==> src/rtl/reg_slice_rx.sv <==
// Two-entry valid/ready skid buffer. Data, valid and ready are all driven
// from flops, so out_ready never reaches in_ready combinationally.
module reg_slice_rx #(
    parameter int WIDTH = 16
) (
    input  logic             CLK,
    input  logic             RST_N,
    input  logic             flush,
    input  logic [WIDTH-1:0] in_data,
    input  logic             in_valid,
    output logic             in_ready,
    output logic [WIDTH-1:0] out_data,
    output logic             out_valid,
    input  logic             out_ready,
    output logic [1:0]       count
);

    typedef enum logic [1:0] {
        EMPTY = 2'd0,
        ONE   = 2'd1,
        FULL  = 2'd2
    } state_e;

    state_e           state_q, state_d;
    logic [WIDTH-1:0] main_q, main_d;
    logic [WIDTH-1:0] skid_q, skid_d;
    logic             in_ready_q, in_ready_d;
    logic             in_fire, out_fire;

    assign in_fire  = in_valid & in_ready_q;
    assign out_fire = out_valid & out_ready;

    always_comb begin
        state_d    = state_q;
        main_d     = main_q;
        skid_d     = skid_q;
        in_ready_d = in_ready_q;
        if (flush) begin
            state_d = EMPTY;
            main_d  = '0;
            skid_d  = '0;
        end else begin
            unique case (state_q)
                EMPTY: begin
                    if (in_fire) begin
                        main_d  = in_data;
                        state_d = ONE;
                    end
                end
                ONE: begin
                    if (in_fire && !out_fire) begin
                        skid_d  = in_data;
                        state_d = FULL;
                    end else if (in_fire && out_fire) begin
                        main_d  = in_data;
                    end else if (out_fire) begin
                        state_d = EMPTY;
                    end
                end
                FULL: begin
                    // in_ready is low here, so only the drain path exists
                    if (out_fire) begin
                        main_d  = skid_q;
                        state_d = ONE;
                    end
                end
                default: state_d = EMPTY;
            endcase
        end
        in_ready_d = (state_d != FULL);
    end

    always_ff @(posedge CLK or negedge RST_N) begin
        if (!RST_N) begin
            state_q    <= EMPTY;
            main_q     <= '0;
            skid_q     <= '0;
            in_ready_q <= 1'b0;
        end else begin
            state_q    <= state_d;
            main_q     <= main_d;
            skid_q     <= skid_d;
            in_ready_q <= in_ready_d;
        end
    end

    assign in_ready  = in_ready_q;
    assign out_data  = main_q;
    assign out_valid = (state_q != EMPTY);
    assign count     = state_q;

endmodule
==> config.mk <==
export PLATFORM = sky130hd
export DESIGN_NAME = reg_slice_rx
export DESIGN_NICKNAME = d
export VERILOG_FILES = /design/src/rtl/reg_slice_rx.sv
export SDC_FILE = /design/constraint.sdc
export NUM_CORES = 1
export LEC_CHECK = 0
export BUFFER_PORTS_ARGS = -buffer_cell sky130_fd_sc_hd__buf_4
export CORE_UTILIZATION = 50
export DETAILED_ROUTE_END_ITERATION = 8
export PLACE_DENSITY = 0.76
export SLEW_MARGIN = 25
export SYNTH_ARGS = -nofsm -noshare
export SYNTH_HDL_FRONTEND = slang
export SYNTH_SLANG_ARGS = --single-unit
==> constraint.sdc <==
create_clock -name CLK -period 3.28 [get_ports CLK]
set_input_delay 0.656 -clock CLK [delete_from_list [all_inputs] [get_ports CLK]]
set_output_delay 0.656 -clock CLK [all_outputs]
set_load 0.05 [all_outputs]
---- After elaboration in Yosys (flattened, before gate mapping) ----
Index checks and enable logic that the tools add are counted.
operators by class
  eq/ne operators ......................... 7
  mux-type cells .......................... 16
  bitwise operators ....................... 2
  reductions and logical operators ........ 10
operator list
  cell                number
  $mux 16             8
  $pmux 16 s3         1
  $mux 2              6
  $ne 3x3->1 const B  4
  $pmux 2 s3          1
  $reduce_bool 2->1   3
  $reduce_and 5->1    1
  $reduce_bool 4->1   1
  $and 1x1->1         2
  $eq 2x1->1 const B  1
  $eq 2x2->1 const B  1
  $logic_and 1x1->1   2
  $logic_not 2->1     1
  $ne 2x2->1 const B  1
  $reduce_and 2->1    1
  $logic_not 1->1     1
word-level totals
  register bits ........................... 35
  input bits .............................. 21
  output and inout bits ................... 20
  word-level logic and storage cells ...... 39

---- Longest topological paths before layout ----
Gate-level depths: netlist of run 1.
  depth after elaboration ................. 8
  gate-level depth with buffers ........... 6
  mapped depth without buffers ............ 4

---- Least setup slack after synthesis of run 1 ----
No wires, ideal clock.
  path type ............................... flip-flop to output port
  from .................................... reg state_q[1] (netlist: count[1])
  to ...................................... out out_valid
  arrival ................................. 1.068 ns
  slack ................................... 1.556 ns
  cell stages (with the launch flop) ...... 2
  buffers on the path ..................... 0
  path through ............................ dfrtp_1 -> or2_2
between the ends
  cells in the longest elaborated chain, start to end .. 1
ends and longest elaborated chain
  item                    RTL line  text
  start, declared         24        state_e state_q, state_d;
  start signal, assigned  80        state_q <= state_d;
  $reduce_bool 2->1       89        assign out_valid = (state_q != EMPTY);
  end, declared           13        output logic out_valid,
Every way passes these cells.

---- Worst setup path in the final report of run 1 ----
  from .................................... reg state_q[1] (netlist: count[1])
  to ...................................... reg main_q[11] (netlist: out_data[11])
between the ends
  cells in the longest elaborated chain, start to end .. 6
  elaborated cells on any way between the ends .. 16
  classes of those cells .................. eq/ne (6); mux (2); bitwise (1); reduce/logical (7)
ends and longest elaborated chain
  item                        RTL line  text
  $reduce_bool 2->1           89
  $and 1x1->1                 31        assign out_fire = out_valid & out_ready;
  $logic_not 1->1             51        if (in_fire && !out_fire) begin
  $logic_and 1x1->1           51
  $ne 3x3->1 (no line)        -
  $reduce_and 5->1 (no line)  -
  end signal, assigned        81        main_q <= main_d;
  end, declared               25        logic [WIDTH-1:0] main_q, main_d;
Several ways; a longest one is shown, not always the timed one.
A chain may end at the register's enable or synchronous reset.

==> impl_summary.log, run 1 <==
INFO  metric post_synthesis_instance_total = roughly 120
INFO  metric endpoints_failing_hold = 0
INFO  metric worst_ir_drop_vdd = 0.0003477 V
INFO  metric final-instance-count-excl-fill = around 210
INFO  metric chipWidth = 59.37 µm
INFO  metric initial_utilization = 0.5346
INFO  metric postSynth.topFlopCell = sky130_fd_sc_hd__dfrtp_1
INFO  metric drv.max_cap_violation_count = 0
INFO  metric clock-skew-final = 14.58 ps
INFO  metric antennaDiodeCount = 0
INFO  metric maximum_number_of_pins_on_one_net_before_global_route_repair = 36
INFO  metric setup_viol_count_final = 0
INFO  metric gp_congestion = ~0.74
INFO  metric syn-mean-instance-area = around 13 µm²
INFO  metric placed_cells_incl_taps = 199
INFO  metric powerDensity = ~520 nW/µm²
INFO  metric design.die.area = between 3000 and 4000 µm²
INFO  metric io_buffer_count = 40
INFO  metric critical_path.startpoint_type = register
INFO  metric post-route-min-period = ~1900 ps
INFO  metric track_usage = 0.2276
INFO  metric rsz0062_at_grt = false
INFO  metric hp-class = input port to asynchronous set/reset pin
INFO  metric ioPinCount = 41
INFO  metric vias = 1195
INFO  metric flow.area_growth_from_synthesis = 22.28%
INFO  metric cts_resized = 0
INFO  metric clock.fmax = 516.7 MHz
INFO  metric ys_top_cells_by_area = sky130_fd_sc_hd__dfrtp_1, sky130_fd_sc_hd__a211oi_2, sky130_fd_sc_hd__mux2i_1, sky130_fd_sc_hd__a22o_1, sky130_fd_sc_hd__nor2_1
INFO  metric cts.htree.levels = 2
INFO  metric synth-seq-area-share = 0.5323
INFO  metric critical_path_class = register to register
INFO  metric drt-initial-drc-count = 38
INFO  metric synth_cell_type_count = 23
INFO  metric tritoncts.num_buffers = 5
INFO  metric number_of_flops_mapped_to_enable_cells_by_yosys = 0
INFO  metric yosysTopAreaCell = sky130_fd_sc_hd__dfrtp_1
INFO  metric die_h = 59.37 µm
INFO  metric worstSkewPairLatency = 340 ps
INFO  metric crit_fanout = 32
INFO  metric cp_data_required_time = 3520 ps
INFO  metric vias_per_cell = 5.773
INFO  metric core_region_area = 3078 µm²
INFO  metric post_cts_hold_buffer_count = 0
INFO  metric fin_setup_tns = 0 ps
INFO  metric post-route-drc-count = 0
INFO  metric hpwl = between 2000 and 2500 µm
INFO  metric layout.cell_area.non_filler = 2012 µm²
INFO  metric cts-root-to-sink-buffers = 2
INFO  metric grt_remaining_overflow = 0
INFO  metric synthesis.yosys.warnings = 0
INFO  metric postPlaceCellArea = 1926 µm²
INFO  metric synth_most_common_cell = sky130_fd_sc_hd__dfrtp_1
INFO  metric critical_path_arrival = 2180 ps
INFO  metric post_synthesis_instance_area = 1645 µm²
INFO  metric route.detailed.wl_per_inst = between 15 and 20 µm
INFO  metric layout-drive-gt1-share = 0.4233
INFO  metric drv_slew = 0
INFO  metric nNetsFinal = approximately 180
INFO  metric wl = around 3400 µm
INFO  metric status = completed
INFO  metric critPathCaptureType = register
INFO  metric yosys.area.top_type_share = 0.5323
INFO  metric register_bit_total_from_synthesis = 35
INFO  metric placement_rows = 20
INFO  metric post_cts_setup_repair_bufs = 0
INFO  metric synthTopCellsByCount = sky130_fd_sc_hd__dfrtp_1, sky130_fd_sc_hd__nor2_1, sky130_fd_sc_hd__a22o_1, sky130_fd_sc_hd__mux2i_1, sky130_fd_sc_hd__a211oi_2
INFO  metric ctsRootBufferMaster = sky130_fd_sc_hd__clkbuf_4
INFO  metric final_antenna_net_count = 0
INFO  metric clock-sinks = 35
INFO  metric cts_tree = built
INFO  metric antenna_found_initial = 0
INFO  metric worst_pin_slew = 891.6 ps
INFO  metric cts.reportedPaths.clkPinSlew = 110 ps
INFO  metric drt_pre_antenna_iters = 4
INFO  metric layout_worst_path_cycle_share = 0.5901
INFO  metric slew-limit-headroom = 0.4047
INFO  metric grt_pass1_vias = approximately 1200
INFO  metric asyncSetResetFlopFracSynth = 1.000
INFO  metric total_leakage_power = around 0.9 nW
INFO  metric fillers = around 270
INFO  metric synth_nets = about 140
INFO  metric grt_pass1_wl = between 5000 and 6000 µm
area by class of cell:
class                           count  area (µm²)  share of cell area
Clock buffer                        6       51.30             0.02550
Clock inverter                      2       35.03             0.01741
Multi-Input combinational cell     79       686.9              0.3414
Sequential cell                    35       875.8              0.4353
Tap cell                           44       55.05             0.02736
Timing Repair Buffer               41       307.8              0.1530
state kept, by name, indices dropped and copies added, names as in the netlist:
| register | cells |
|---|---|
| out_data | 16 |
| count | 2 |
| in_ready | 1 |
| skid_q | 16 |
cell families (layout without fill, tap and decap cells):
kind of cell    after synthesis  after routing  synth area share
flops                        35             35            0.5323
simple gates                 26             26           0.08365
mux                          16             16           0.09734
xor+xnor                      1              1          0.005324
compound gates               36             36            0.2312
buf+inv                       9             49           0.05018
final timing paths:
check / startpoint / endpoint / slack [ps] / cells after the start
worst max-delay path: count[1]$_DFF_PN0_ / out_data[11]$_DFFE_PN0P_ / 1340 / 4
worst min-delay path: RST_N / skid_q[5]$_DFFE_PN0P_ / 250 / 1
worst max register to register: count[1]$_DFF_PN0_ / out_data[11]$_DFFE_PN0P_ / 1340 / 4
worst min register to register: skid_q[12]$_DFFE_PN0P_ / skid_q[12]$_DFFE_PN0P_ / 520 / 1
max in group asynchronous: RST_N / in_ready$_DFF_PN0_ / 2720 / 1
min in group CLK: skid_q[12]$_DFFE_PN0P_ / skid_q[12]$_DFFE_PN0P_ / 520 / 1
placed cells by master, fill, tap and decap left out, drive strengths merged, types with 2 or more instances in the layout:
cell	netlist	final
clkbuf	0	6
nor2	18	18
dfrtp	35	35
mux2i	16	16
a22o	16	16
nor2b	2	2
a21oi	2	2
a211oi	16	16
buf	9	41
critical path, cell delays in order, from the launching register on:
cell	delay, ps
sky130_fd_sc_hd__dfrtp_1	440
sky130_fd_sc_hd__nand3b_1	280
sky130_fd_sc_hd__o2bb2ai_4	750
sky130_fd_sc_hd__nor2_1	110
sky130_fd_sc_hd__a211oi_1	250
power by group:
part	leakage, nW	switching, W	internal (W)
combinational	0.400	0.000157	0.0000791
clock	0.0482	0.000150	0.000180
sequential	0.467	0.0000163	0.000456
per-stage QoR:
stage / total power [W] / utilization / hold slack [ps] / setup WS, ps
6_report: 0.001039 / 0.6537 / 245.9 / 1345
5_1_grt: 0.001082 / 0.6537 / 259.8 / 1128
4_1_cts: 0.001042 / 0.6537 / 258.2 / 1320
3_5_place_dp: 0.0007185 / 0.6256 / 491.6 / 1114
3_3_place_gp: 0.0007113 / 0.6256 / 486.9 / 1245
2_1_floorplan: 0.0006425 / - / 360.4 / 1556
layer usage:
metal,global-route usage,vias to the layer above,wire length [µm]
li1,-,534,-
met1,0.2944,606,1451
met2,0.3644,51,1701
met3,0.05895,4,211
met4,0.09184,0,34
met5,0,-,0
(Power assumes the default switching activity.)
==> inputs of run 2 (changes only) <==
- CORE_UTILIZATION: 50 -> 47
- PLACE_DENSITY: 0.76 -> 0.75
- clock period: 3.28 -> 1.57 ns (I/O delays scaled with it)
==> run 2 against run 1 <==
Effect of this change:
- clock skew down 8.8 ps
- cell area rose by 4.4%
- worst setup slack lost 1300 ps
- core utilization shrank 2.4 points
- total power rose by 98%
- sequential power increased by 110%
- clock power up 65%
- via count decreased by 1.9%
- sequential share of layout area fell by 1.7 points
- wire length is 2.7% higher
- global-route usage decreased by 2.3 points
- critical path type is now register to output pin
- highest routed layer unchanged
==> impl_summary.log, run 2 (synthesis gave the netlist of run 1 again) <==
INFO  metric status = completed
INFO  metric post-route-drc-count = 0 (unchanged)
INFO  metric vias = 1172 (-1.9%)
INFO  metric final_common_cell = sky130_fd_sc_hd__buf_4
INFO  metric post-route-min-period = around 1500 ps
INFO  metric cp_data_required_time = 1260 ps (-2260 ps)
INFO  metric design.die.area = 3741 µm² (+6.2%)
INFO  metric cts-root-to-sink-buffers = 2 (unchanged)
INFO  metric track_usage = 0.2043 (-0.02329)
INFO  metric maximum_number_of_pins_on_one_net_before_global_route_repair = 36 (unchanged)
INFO  metric globalRouteMet3Util = 0.04412 (-0.01483)
INFO  metric layout.cells.most_common_list = sky130_fd_sc_hd__buf_4, sky130_fd_sc_hd__dfrtp_1, sky130_fd_sc_hd__nor2_1
INFO  metric critPathCaptureType = output pin
INFO  metric hpwl = 2456 µm (+12%)
INFO  metric cts_tree = built
INFO  metric clock-sinks = 35 (unchanged)
INFO  metric slew-limit-headroom = 0.6726 (+0.2679)
INFO  metric grt_pass1_wl = 5444 µm (-5.2%)
INFO  metric route.detailed.wl_per_inst = 16.00 µm (-2.5%)
INFO  metric drt-initial-drc-count = 42 (+11%)
INFO  metric layout_worst_path_cycle_share = 0.9403
INFO  metric hp-class = input port to register
INFO  metric ioPinCount = 41 (unchanged)
INFO  metric nNetsFinal = 192 (+4.9%)
INFO  metric initial_utilization = 0.4931 (-0.04149)
INFO  metric grt_pass1_vias = 1164 (-4.0%)
INFO  metric total_leakage_power = 0.9535 nW (+4.2%)
INFO  metric clock-skew-final = 5.809 ps (-8.775 ps)
INFO  metric crit_fanout = 5 (-84%)
INFO  metric critical_path_arrival = 1160 ps (-1020 ps)
INFO  metric die_h = 61.17 µm (+3.0%)
INFO  metric endpoints_failing_hold = 0 (unchanged)
INFO  metric drv.max_cap_violation_count = 0 (unchanged)
INFO  metric worst_ir_drop_vdd = 0.0006481 V (+86%)
INFO  metric grt_util_met2 = 0.3385 (-0.02586)
INFO  metric tritoncts.num_buffers = 5 (unchanged)
INFO  metric cts.htree.levels = 2 (unchanged)
INFO  metric placement_rows = 21 (+5.0%)
INFO  metric antennaDiodeCount = 0 (unchanged)
INFO  metric chipWidth = 61.17 µm (+3.0%)
INFO  metric final-instance-count-excl-fill = 218 (+5.3%)
INFO  metric critical_path.startpoint_type = register
INFO  metric drt_pre_antenna_iters = 4 (unchanged)
INFO  metric fin_setup_tns = 0 ps (unchanged)
INFO  metric setup_viol_count_final = 0 (unchanged)
INFO  metric placed_cells_incl_taps = 208 (+4.5%)
INFO  metric wl = 3489 µm (+2.7%)
INFO  metric timing.reg2reg.worst_path_depth = 5 (+1)
INFO  metric worst_pin_slew = 490.0 ps (-401.6 ps)
INFO  metric cts.reportedPaths.clkPinSlew = 100 ps (about the same)
INFO  metric critical_path_class = register to output pin
INFO  metric grt_util_met1 = 0.2670 (-0.02734)
INFO  metric grt_busiest_layer = met2
INFO  metric flow.area_growth_from_synthesis = 27.68%
INFO  metric core_region_area = 3337 µm² (+8.4%)
INFO  metric min_delay_path_depth = 2
INFO  metric clock.fmax = roughly 680 MHz
INFO  metric ctsRootBufferMaster = sky130_fd_sc_hd__clkbuf_4
INFO  metric rsz0062_at_grt = false
INFO  metric gp_congestion = 0.7451 (+1.3%)
INFO  metric drv_slew = 0 (unchanged)
INFO  metric worstSkewPairLatency = 320 ps (-20 ps)
INFO  metric powerDensity = 978.1 nW/µm² (+89%)
INFO  metric grt_remaining_overflow = 0 (unchanged)
INFO  metric final_antenna_net_count = 0 (unchanged)
INFO  metric layout-drive-gt1-share = 0.4593 (+0.03599)
INFO  metric vias_per_cell = 5.376 (-6.9%)
INFO  metric antenna_found_initial = 0 (unchanged)
INFO  metric io_buffer_count = 40 (unchanged)
-- run 2: changes by cell type in the layout (fill, tap and decap cells not counted), sizes merged --
cell	delta
buf	+8
clkbuf	+2
bufinv	-1
clkinv	-1
dlygate4sd3	+1
-- run 2: routing by layer --
metal,vias up,routed length [µm]
met5,-,0
met4,0,35
met3,4,105
met2,24,1813
met1,595,1534
li1,549,-
-- run 2: stage by stage --
| step | hold slack, ps | util | total power (W) | setup slack (ps) | instance area [µm²] |
|---|---|---|---|---|---|
| finish | 210.7 | 0.6295 | 0.002055 | 93.72 | 2101 |
| global route | 203.8 | 0.6295 | 0.002149 | 11.56 | 2101 |
| CTS | 200.8 | 0.6265 | 0.002064 | 4.641 | 2091 |
| detailed placement | 293.5 | 0.5984 | 0.001520 | -10.50 | 1997 |
| global placement | 285.4 | 0.5984 | 0.001502 | 69.48 | 1997 |
| floorplan | 18.41 | - | 0.001343 | 58.99 | 1649 |
-- run 2: worst paths after layout --
path                                        start                        to  slack [ps]
setup / recovery               count[0]$_DFF_PN0_                 out_valid          90
hold / removal                         in_data[7]     skid_q[7]$_DFFE_PN0P_         210
setup reg to reg               count[1]$_DFF_PN0_  out_data[12]$_DFFE_PN0P_         100
hold reg to reg            skid_q[12]$_DFFE_PN0P_    skid_q[12]$_DFFE_PN0P_         520
max in group asynchronous                   RST_N        in_ready$_DFF_PN0_         770
min in group asynchronous                   RST_N     skid_q[7]$_DFFE_PN0P_         460
-- run 2: repair_timing --
action                                  4_1_cts  5_1_grt
endpoints found under the setup margin       16        1
hold buffers                                  1        0
buffers inserted                              1        0
gates resized for setup                       1        3
pin swaps                                     0        0
hold endpoints to repair                     35        0
-- run 2: where the power goes --
part	switching (W)	total [W]	internal (W)
Clock	0.000280	0.000543	0.000264
Combinational	0.000337	0.000525	0.000188
Sequential	0.0000329	0.000986	0.000953
-- run 2: critical path, stage by stage, from the launching register on --
cell,delay [ps]
sky130_fd_sc_hd__dfrtp_2,450
sky130_fd_sc_hd__or2_4,240
sky130_fd_sc_hd__buf_8,150
-- run 2: layout make-up --
cell class / instances / area, µm²
Tap cell: 46 / 57.56
Fill cell: 289 / 1236
Timing Repair Buffer: 50 / 397.9
Multi-Input combinational cell: 79 / 696.9
Sequential cell: 35 / 879.6
Clock buffer: 8 / 68.82
==> inputs of run 3 (changes only) <==
- PLACE_DENSITY: 0.75 -> not set
- PLACE_DENSITY_LB_ADDON: not set -> 0.05
==> run 3 against run 2 <==
Effect of this change:
- wire length is 3.2% lower
- clock skew is 2.4 ps higher
- cell area is 1.3% higher
- total power is 1.2% lower
- first-iteration DRC count is 17% higher
- count of clock-buffer cells in the layout is 2 lower
- global-route usage is 0.70 points lower
- sequential share of layout area is 0.54 points lower
- die area stayed put
- final cell count is 0.92% higher
==> impl_summary.log, run 3 (synthesis gave the netlist of run 1 again) <==
INFO  metric status = completed
INFO  metric final_common_cell = sky130_fd_sc_hd__buf_4
INFO  metric cpPeakStageDelay = 440 ps (about the same)
INFO  metric postPlaceCellArea = 2009 µm² (+0.63%)
INFO  metric critPathSlowestCell = sky130_fd_sc_hd__dfrtp_2
INFO  metric critPathCaptureType = register
INFO  metric tritoncts.num_buffers = 5 (unchanged)
INFO  metric worst_ir_drop_vdd = 0.0006118 V (-5.6%)
INFO  metric grt_pass1_wl = 5119 µm (-6.0%)
INFO  metric critical_path_class = register to register
INFO  metric core_region_area = 3337 µm² (unchanged)
INFO  metric cts-root-to-sink-buffers = 2 (unchanged)
INFO  metric clock-sinks = 35 (unchanged)
INFO  metric placement_rows = 21 (unchanged)
INFO  metric antennaDiodeCount = 0 (unchanged)
INFO  metric post-route-min-period = 1528 ps (+51.49 ps)
INFO  metric initial_utilization = 0.4931 (unchanged)
INFO  metric post-route-drc-count = 0 (unchanged)
INFO  metric buffer_and_inverter_count_on_the_worst_path = 2 (+1)
INFO  metric endpoints_failing_hold = 0 (unchanged)
INFO  metric drt-initial-drc-count = 49 (+17%)
INFO  metric nNetsFinal = 195 (+1.6%)
INFO  metric cp_data_required_time = 1850 ps (+590 ps)
INFO  metric hp-class = input port to register
INFO  metric critical_path_arrival = 1800 ps (+640 ps)
INFO  metric layout-drive-gt1-share = 0.4713 (+0.01196)
INFO  metric final_antenna_net_count = 0 (unchanged)
INFO  metric gp_congestion = 0.7559 (+1.4%)
INFO  metric critical_path.most_common_cell = sky130_fd_sc_hd__buf_4
INFO  metric design.die.area = 3741 µm² (unchanged)
INFO  metric worstSkewPairLatency = 340 ps (+20 ps)
INFO  metric drt_pre_antenna_iters = 4 (unchanged)
INFO  metric io_buffer_count = 40 (unchanged)
INFO  metric total_leakage_power = 0.9710 nW (+1.8%)
INFO  metric powerDensity = 953.9 nW/µm² (-2.5%)
INFO  metric layout.cell_area.non_filler = 2128 µm² (+1.3%)
INFO  metric drv.max_cap_violation_count = 0 (unchanged)
INFO  metric timing.final.ws_setup = 42.22 ps (-51.49 ps)
INFO  metric wl = 3377 µm (-3.2%)
INFO  metric chipWidth = 61.17 µm (unchanged)
INFO  metric detailedPlace.worstSlack = 16.19 ps (+26.69 ps)
INFO  metric cts_tree = built
INFO  metric maximum_number_of_pins_on_one_net_before_global_route_repair = 36 (unchanged)
INFO  metric vias_per_cell = 5.359 (-0.32%)
INFO  metric grt_pass1_vias = 1110 (-4.6%)
INFO  metric grt_remaining_overflow = 0 (unchanged)
INFO  metric clock-skew-final = 8.215 ps (+2.407 ps)
INFO  metric track_usage = 0.1973 (-0.006980)
INFO  metric cts.reportedPaths.clkPinSlew = 110 ps (about the same)
INFO  metric cts.htree.levels = 2 (unchanged)
INFO  metric vias = 1179 (+0.60%)
INFO  metric ctsRootBufferMaster = sky130_fd_sc_hd__clkbuf_4
INFO  metric drv_slew = 0 (unchanged)
INFO  metric slew-limit-headroom = 0.6786 (+0.005995)
INFO  metric antenna_found_initial = 0 (unchanged)
INFO  metric ioPinCount = 41 (unchanged)
INFO  metric worst_pin_slew = 481.0 ps (-8.973 ps)
INFO  metric flow.area_growth_from_synthesis = 29.35%
INFO  metric critical_path.cell_chain = nand3b_1 > buf_4 > nor3b_4 > buf_4 > a22o_1
INFO  metric final_core_utilization = 0.6378 (+0.008249)
INFO  metric layout_worst_path_cycle_share = 0.9731 (+0.03280)
INFO  metric clock.fmax = 654.5 MHz (-3.4%)
INFO  metric die_h = 61.17 µm (unchanged)
INFO  metric route.detailed.wl_per_inst = 15.35 µm (-4.1%)
INFO  metric critical_path.top_delay_family = simple AND/OR/NAND/NOR gates
INFO  metric hpwl = 2292 µm (-6.6%)
INFO  metric crit_fanout = 9 (+4)
INFO  metric critical_path.startpoint_type = register
INFO  metric setup_viol_count_final = 0 (unchanged)
INFO  metric layout.cells.most_common_list = sky130_fd_sc_hd__buf_4, sky130_fd_sc_hd__dfrtp_1, sky130_fd_sc_hd__nor2_1
[run 3: path summary, 6_finish.rpt]
path | start | slack [ps] | cells past startpoint | endpoint
setup / recovery | count[1]$_DFF_PN0_ | 40 | 5 | skid_q[11]$_DFFE_PN0P_
hold / removal | in_data[5] | 190 | 2 | skid_q[5]$_DFFE_PN0P_
setup reg to reg | count[1]$_DFF_PN0_ | 40 | 5 | skid_q[11]$_DFFE_PN0P_
hold reg to reg | skid_q[15]$_DFFE_PN0P_ | 510 | 1 | skid_q[15]$_DFFE_PN0P_
max in group asynchronous | RST_N | 800 | 2 | in_ready$_DFF_PN0_
min in group asynchronous | RST_N | 450 | 2 | out_data[12]$_DFFE_PN0P_
[run 3: through the flow]
step           power, W  hold WS, ps  cells  setup TNS [ps]
3_3_place_gp   0.001516        290.6    208               0
4_1_cts        0.002045        179.1    218               0
5_1_grt        0.002133        167.9    220          -23.21
6_report       0.002030        194.4    220               0
3_5_place_dp   0.001526        296.4    208               0
2_1_floorplan  0.001343        18.41    123               0
[run 3: what timing repair did]
| item | 4_1_cts | 5_1_grt |
|---|---|---|
| gates resized for setup | 2 | 3 |
| hold buffers | 1 | 0 |
| setup buffers | 2 | 2 |
| pin swaps | 0 | 0 |
| setup endpoints to repair | 9 | 4 |
| hold endpoints to repair | 35 | 0 |
[run 3: final cells by class]
| type | count | area (µm²) |
|---|---|---|
| timing repair buffer | 53 | 432.9 |
| tap | 46 | 57.56 |
| multi-input combinational | 79 | 701.9 |
| sequential | 35 | 879.6 |
| clock buffer | 6 | 51.30 |
| clock inverter | 1 | 5.005 |
| fill | 274 | 1209 |
[run 3: layer usage]
| layer | vias up | part of all wire | global-route usage |
|---|---|---|---|
| met1 | 587 | 0.47 | 0.2385 |
| met5 | - | 0 | 0 |
| met4 | 0 | 0.013 | 0.08766 |
| li1 | 558 | - | - |
| met3 | 7 | 0.042 | 0.06933 |
| met2 | 27 | 0.48 | 0.3183 |
[run 3: power by group]
part / internal (W) / switching, W
registers: 0.000953 / 0.0000321
logic: 0.000203 / 0.000337
clock network: 0.000207 / 0.000298
